$ cat src/rtl/fetch_unit_pkg.sv
// Shared definitions for the instruction fetch stage: widths, reset PC,
// FSM state encoding, buffer entry layout and the control-flow opcodes used by decode.
package fetch_unit_pkg;

    localparam int XLEN = 32;
    localparam logic [XLEN-1:0] RESET_PC_DEFAULT = 32'h0000_0000;

    localparam logic [0:0] ST_RUN  = 1'b0;
    localparam logic [0:0] ST_HALT = 1'b1;

    localparam logic [6:0] OPC_JAL    = 7'b110_1111;
    localparam logic [6:0] OPC_JALR   = 7'b110_0111;
    localparam logic [6:0] OPC_BRANCH = 7'b110_0011;

    typedef struct packed {
        logic [XLEN-1:0] pc;
        logic [XLEN-1:0] word;
    } fetch_entry_t;

    function automatic logic is_word_aligned(input logic [XLEN-1:0] addr);
        return (addr[1:0] == 2'b00);
    endfunction

endpackage

$ cat src/rtl/sync_fifo.sv
// Synchronous FIFO with single-cycle flush and an occupancy count.
// DEPTH must be a power of two so the pointers wrap naturally.
module sync_fifo #(
    parameter int WIDTH = 32,
    parameter int DEPTH = 4
) (
    input  logic                     clk,
    input  logic                     rst,
    input  logic                     flush,
    input  logic                     push,
    input  logic [WIDTH-1:0]         push_data,
    input  logic                     pop,
    output logic [WIDTH-1:0]         head,
    output logic [$clog2(DEPTH):0]   count
);

    localparam int AW = $clog2(DEPTH);
    localparam int CW = AW + 1;

    logic [WIDTH-1:0] mem_r [DEPTH];
    logic [AW-1:0]    wr_ptr_r;
    logic [AW-1:0]    rd_ptr_r;
    logic [CW-1:0]    count_r;
    logic             do_push_s;
    logic             do_pop_s;

    assign do_pop_s  = pop && (count_r != {CW{1'b0}});
    assign do_push_s = push && ((count_r != CW'(DEPTH)) || do_pop_s);
    assign head      = mem_r[rd_ptr_r];
    assign count     = count_r;

    // Storage array; cleared on reset so the head reads zero while empty
    always_ff @(posedge clk or posedge rst) begin
        if (rst) begin
            for (int i = 0; i < DEPTH; i++) begin
                mem_r[i] <= {WIDTH{1'b0}};
            end
        end else if (do_push_s && !flush) begin
            mem_r[wr_ptr_r] <= push_data;
        end
    end

    // Pointer and occupancy bookkeeping; flush empties the queue in one cycle
    always_ff @(posedge clk or posedge rst) begin
        if (rst) begin
            wr_ptr_r <= {AW{1'b0}};
            rd_ptr_r <= {AW{1'b0}};
            count_r  <= {CW{1'b0}};
        end else if (flush) begin
            wr_ptr_r <= {AW{1'b0}};
            rd_ptr_r <= {AW{1'b0}};
            count_r  <= {CW{1'b0}};
        end else begin
            if (do_push_s) begin
                wr_ptr_r <= wr_ptr_r + AW'(1);
            end
            if (do_pop_s) begin
                rd_ptr_r <= rd_ptr_r + AW'(1);
            end
            count_r <= count_r + CW'(do_push_s) - CW'(do_pop_s);
        end
    end

endmodule

$ cat src/rtl/fetch_unit.sv
// Instruction fetch stage: PC, credit-limited memory requests, in-order buffering
// of returned words, and redirect handling that discards every stale fetch.
module fetch_unit
    import fetch_unit_pkg::*;
#(
    parameter logic [XLEN-1:0] RESET_PC = RESET_PC_DEFAULT,
    parameter int              DEPTH    = 4
) (
    input  logic            clk,
    input  logic            rst,
    output logic            imem_req_valid,
    input  logic            imem_req_ready,
    output logic [XLEN-1:0] imem_req_addr,
    input  logic            imem_resp_valid,
    input  logic [XLEN-1:0] imem_resp_data,
    output logic            instr_valid,
    input  logic            instr_ready,
    output logic [XLEN-1:0] instr,
    output logic [XLEN-1:0] instr_pc,
    output logic [XLEN-1:0] instr_pc_plus4,
    input  logic            redirect_valid,
    input  logic [XLEN-1:0] redirect_pc,
    output logic            fetch_fault
);

    localparam int CW = $clog2(DEPTH) + 1;

    logic [0:0]      state_r;
    logic [0:0]      state_next_s;
    logic [XLEN-1:0] pc_r;
    logic [XLEN-1:0] pc_next_s;
    logic            req_valid_r;
    logic            req_valid_next_s;
    logic            fault_r;
    logic            fault_next_s;
    logic [CW-1:0]   discard_r;
    logic [CW-1:0]   discard_next_s;
    logic [CW-1:0]   inflight_s;
    logic [CW-1:0]   occupancy_s;
    logic [CW-1:0]   inflight_next_s;
    logic [CW-1:0]   occupancy_next_s;
    logic [CW:0]     credit_sum_s;
    logic            accept_s;
    logic            push_s;
    logic            pop_s;
    logic [XLEN-1:0] pcq_head_s;
    fetch_entry_t    buf_push_s;
    fetch_entry_t    buf_head_s;

    assign accept_s   = req_valid_r && imem_req_ready;
    assign push_s     = imem_resp_valid && !redirect_valid && (discard_r == {CW{1'b0}});
    assign pop_s      = instr_valid && instr_ready;
    assign buf_push_s = {pcq_head_s, imem_resp_data};

    // PC of every accepted request, popped by its response whether kept or dropped
    sync_fifo #(.WIDTH(XLEN), .DEPTH(DEPTH)) u_pc_queue (
        .clk       (clk),
        .rst       (rst),
        .flush     (1'b0),
        .push      (accept_s),
        .push_data (pc_r),
        .pop       (imem_resp_valid),
        .head      (pcq_head_s),
        .count     (inflight_s)
    );

    sync_fifo #(.WIDTH($bits(fetch_entry_t)), .DEPTH(DEPTH)) u_instr_buf (
        .clk       (clk),
        .rst       (rst),
        .flush     (redirect_valid),
        .push      (push_s),
        .push_data (buf_push_s),
        .pop       (pop_s),
        .head      (buf_head_s),
        .count     (occupancy_s)
    );

    // Next-state evaluation; a redirect overrides every other event in the cycle
    always_comb begin
        inflight_next_s = inflight_s + CW'(accept_s) - CW'(imem_resp_valid);
        if (redirect_valid) begin
            occupancy_next_s = {CW{1'b0}};
            discard_next_s   = inflight_next_s;
            pc_next_s        = redirect_pc;
            if (is_word_aligned(redirect_pc)) begin
                state_next_s = ST_RUN;
                fault_next_s = 1'b0;
            end else begin
                state_next_s = ST_HALT;
                fault_next_s = 1'b1;
            end
        end else begin
            occupancy_next_s = occupancy_s + CW'(push_s) - CW'(pop_s);
            if (imem_resp_valid && (discard_r != {CW{1'b0}})) begin
                discard_next_s = discard_r - CW'(1);
            end else begin
                discard_next_s = discard_r;
            end
            pc_next_s    = accept_s ? (pc_r + 32'd4) : pc_r;
            state_next_s = state_r;
            fault_next_s = fault_r;
        end
        // Request valid is registered from the counts it will be judged against
        credit_sum_s = {1'b0, inflight_next_s} + {1'b0, occupancy_next_s};
        case (state_next_s)
            ST_RUN:  req_valid_next_s = (credit_sum_s < (CW+1)'(DEPTH));
            ST_HALT: req_valid_next_s = 1'b0;
            default: req_valid_next_s = 1'b0;
        endcase
    end

    // Control state registers
    always_ff @(posedge clk or posedge rst) begin
        if (rst) begin
            state_r     <= ST_RUN;
            pc_r        <= RESET_PC;
            req_valid_r <= 1'b0;
            fault_r     <= 1'b0;
            discard_r   <= {CW{1'b0}};
        end else begin
            state_r     <= state_next_s;
            pc_r        <= pc_next_s;
            req_valid_r <= req_valid_next_s;
            fault_r     <= fault_next_s;
            discard_r   <= discard_next_s;
        end
    end

    assign imem_req_valid = req_valid_r;
    assign imem_req_addr  = {pc_r[XLEN-1:2], 2'b00};
    assign instr_valid    = (occupancy_s != {CW{1'b0}});
    assign instr          = buf_head_s.word;
    assign instr_pc       = buf_head_s.pc;
    assign instr_pc_plus4 = buf_head_s.pc + 32'd4;
    assign fetch_fault    = fault_r;

endmodule

$ cat config.mk
export PLATFORM = sky130hd
export DESIGN_NAME = fetch_unit
export DESIGN_NICKNAME = d
export VERILOG_FILES = /design/src/rtl/fetch_unit_pkg.sv /design/src/rtl/sync_fifo.sv /design/src/rtl/fetch_unit.sv
export SDC_FILE = /design/constraint.sdc
export NUM_CORES = 1
export LEC_CHECK = 0
export BUFFER_PORTS_ARGS = -buffer_cell sky130_fd_sc_hd__buf_4
export CAP_MARGIN = 25
export CORE_ASPECT_RATIO = 0.5
export CORE_MARGIN = 8
export CORE_UTILIZATION = 30
export CTS_CLUSTER_DIAMETER = 100
export DETAILED_ROUTE_END_ITERATION = 16
export GPL_TIMING_DRIVEN = 0
export PLACE_DENSITY = 0.5
export SLEW_MARGIN = 20
export SYNTH_ARGS = -nofsm -noshare
export SYNTH_HDL_FRONTEND = slang
export SYNTH_SLANG_ARGS = --single-unit
$ cat constraint.sdc
create_clock -name clk -period 15.2 [get_ports clk]
set_input_delay 3.04 -clock clk [delete_from_list [all_inputs] [get_ports clk]]
set_output_delay 3.04 -clock clk [all_outputs]
set_load 0.005 [all_outputs]
==> run_results.csv <==
group,metric,value,unit
run_status,outcome,"complete, no violations",
flow_run,cap_violations,0,
yosys,synthDistinctLibCells,45,
clocking,post_cts_buffers,0,
detailed_routing,drtIter0Drc,505,
yosys,synth_edf_count,0,
detailed_routing,route.vias.total,11913,
floorplan,die-area,76400,um^2
yosys,yosys.area.top_type,"dfrtp_1",
pwr,p_leak,11.6,nW
placement,place_ws,9.28,ns
yosys,async_reset_ff_frac,1.00,
cells_and_area,num-nets-final,1710,
clocking,clock-sinks,436,
clocking,cts_resized,0,
global_route,grt_max_degree,101,
yosys,avgSynthCellArea,14.8,um^2
floorplan,initial_core_util,0.302,
cells_and_area,instances_no_fill,2549,
cells_and_area,multi_input_area,8560,um^2
sta,clock-skew-final,0.0293,ns
clocking,clockBufferDepth,3,
clocking,cts_tree,"yes",
sta,finalCritPeriodShare,0.423,
detailed_routing,wl,51.0,mm
clocking,cts_root_buf,"clkbuf_16",
yosys,synth_warnings,0,
detailed_routing,detail_route.wl_per_cell,20.0,um
pwr,power.density,161,nW/um^2
sta,finalMaxSlewViolations,0,
worst_setup_path,critical_path.max_fanout,10,
clocking,numCtsBuffers,46,
yosys,synth_seq_cells,436,
detailed_routing,drc,0,
pwr,vdd_drop_max,0.0000717,V
cells_and_area,area_delta_synth_final,20.8,%
sta,tightest_slew,1.07,ns
sta,rsz0062_at_grt,"false",
global_route,antenna_found_initial,1,
sta,hold_violations,0,
yosys,ys.flop_type,"dfrtp_1",
floorplan,ios,201,
global_route,grt.overflow.total,0,
detailed_routing,drtAntennaViolNets,0,
cells_and_area,drive_gt1_frac,0.498,
placement,portBuffers,197,
yosys,syn-cell-area,20200,um^2
floorplan,rows,67,
clocking,clock_latency,0.57,ns
worst_setup_path,setup.worst_path.class,"flop to output pin",
floorplan,die_y,200,um
clocking,htreeDepth,2,
sta,clock.fmax,156,MHz
yosys,netlist_instances,1364,
detailed_routing,vias_per_cell,4.67,
worst_hold_path,hp-class,"flop to flop",
clocking,cts.clk_slew.worst_paths,0.06,ns
cells_and_area,seq_area,10900,um^2
sta,whs,0.476,ns
yosys,synth_top_area_share,0.540,
worst_setup_path,start_kind,"flop",
placement,place_inst,2464,
global_route,grt_pass1_wl,79.2,mm
global_route,grt_use_total,0.132,
placement,gp_congestion,0.717,
clocking,ctsHoldBuffers,0,
yosys,yosysSeqAreaShare,0.540,
detailed_routing,drt-pass1-iter-count,4,
worst_setup_path,crit_slowest_cell,"nor4_4",
worst_setup_path,required,12.16,ns
worst_setup_path,crit_family,"simple AND/OR/NAND/NOR gates",
worst_setup_path,end_kind,"output pin",
worst_setup_path,crit_chain,"buf_2 > mux4_2 > ha_1 > nand3_4 > nor4_4 > nand3_1 > xnor2_1 > buf_4",
placement,dp_hpwl,35.8,mm
cells_and_area,fillers,6469,
yosys,synthTopCellsByArea,"dfrtp_1, mux2_2, mux4_2",
sta,relSlewSlack,0.281,
sta,period_minus_slack,6.43,ns
worst_setup_path,slowest_delay,0.73,ns
worst_setup_path,cp.buffers_inverters,2,
worst_setup_path,cp.arrival,3.39,ns
global_route,grt_pass1_vias,12898,
sta,layout_setup_ws,8.77,ns
floorplan,die_x,383,um
sta,setup_violations,0,
floorplan,core-area,66800,um^2
## synthesized netlist by cell type (2+ instances only)
cell type and count:
mux2_1 24, fa_1 4, nor3b_1 2, o41a_1 2, buf_4 35, nor2_1 24
nand4b_1 2, and3_1 5, xor2_1 32, mux2i_1 2, nand2_1 68, nor4_1 2
o21ai_0 39, mux2_2 355, and2_1 3, buf_1 2, buf_6 2, xnor2_1 38
nand2_2 4, nand4_1 17, ha_1 21, dfrtp_1 436, clkbuf_1 23, nand4_4 3
nor4_4 2, mux4_2 96, buf_2 47, nor2b_1 3, nor3_1 5, inv_1 28
o21ai_1 2, nand3_1 23
## power breakdown
group / internal [mW] / switching [mW]
clock: 0.631 / 0.476
combinational: 0.672 / 0.568
sequential: 1.44 / 0.146
## registers in the layout (all words and copies together), names as in the netlist, 3 cells and up
register and count:
u_instr_buf.mem_r 256, u_pc_queue.mem_r 128, discard_r 3, u_pc_queue.count 3, u_instr_buf.count 3, pc_r 32
## worst paths after layout
check	endpoint	slack (ns)	start	cells after the start
max reg2reg	imem_req_valid$_DFF_PP0_	12.13	u_instr_buf.count[1]$_DFF_PP0_	12
max in group asynchronous	pc_r[10]$_DFFE_PP0N_	11.37	rst	4
min in group asynchronous	u_instr_buf.mem_r[136]$_DFFE_PP0P_	2.58	rst	2
min reg2reg	u_pc_queue.mem_r[126]$_DFFE_PP0P_	0.48	u_pc_queue.mem_r[126]$_DFFE_PP0P_	2
min	u_pc_queue.mem_r[126]$_DFFE_PP0P_	0.48	u_pc_queue.mem_r[126]$_DFFE_PP0P_	2
max	instr_pc_plus4[30]	8.77	u_instr_buf.rd_ptr_r[0]$_DFFE_PP0P_	8
## through the flow
step                setup TNS (ns)   util  total power [mW]  instance area, um^2
CTS                              0  0.365              4.01                24400
global placement          -2543.04  0.341              2.87                22800
global route                     0  0.365              4.18                24400
finish                           0  0.365              3.94                24400
floorplan                        0      -              2.37                20200
detailed placement               0  0.343              2.88                22900
## layout make-up
| class | count | area share |
|---|---|---|
| multi-input cells | 790 | 0.351 |
| clock buffers | 66 | 0.0531 |
| repair buffers | 202 | 0.0657 |
| diodes | 1 | 0.000103 |
| clock inverters | 18 | 0.00697 |
| inverters | 28 | 0.00461 |
| flip-flops and latches | 436 | 0.447 |
| well taps | 897 | 0.0460 |
| plain buffers | 111 | 0.0257 |
## metal layers
metal | global-route usage | share of wire
met5 | 0 | 0
met4 | 0.0368 | 0.026
met3 | 0.0207 | 0.027
met2 | 0.227 | 0.49
met1 | 0.174 | 0.45
## kinds of logic (layout without fill, tap and decap cells)
logic type                 after synthesis  after routing  share of synthesized area
adders and majority gates               25             25                     0.0170
muxes                                  477            477                      0.319
buffers and inverters                  139            425                     0.0362
other                                    1              3                   0.000186
xor gates and xnor gates                70             70                     0.0303
DFF                                    436            436                      0.540
AOI/OAI and AO/OA                       46             46                     0.0123
and+or+nand+nor                        170            170                     0.0447
## tightest hold or removal path: stages, from the launching register on
cell and delay (ns):
dfrtp_1 0.34, nand2_1 0.04, o21ai_0 0.06
## cell usage in the layout, fill, tap and decap left out, drive strengths merged, types with 3 or more instances in the layout
| cell | n |
|---|---|
| and2 | 3 |
| and3 | 5 |
| buf | 288 |
| clkbuf | 91 |
| clkinv | 11 |
| dfrtp | 436 |
| fa | 4 |
| ha | 21 |
| inv | 31 |
| mux2 | 379 |
| mux4 | 96 |
| nand2 | 72 |
| nand3 | 24 |
| nand4 | 20 |
| nor2 | 24 |
| nor2b | 3 |
| nor3 | 6 |
| nor4 | 4 |
| o21ai | 41 |
| xnor2 | 38 |
| xor2 | 32 |
Note: power is estimated with default switching activity, not from simulation.
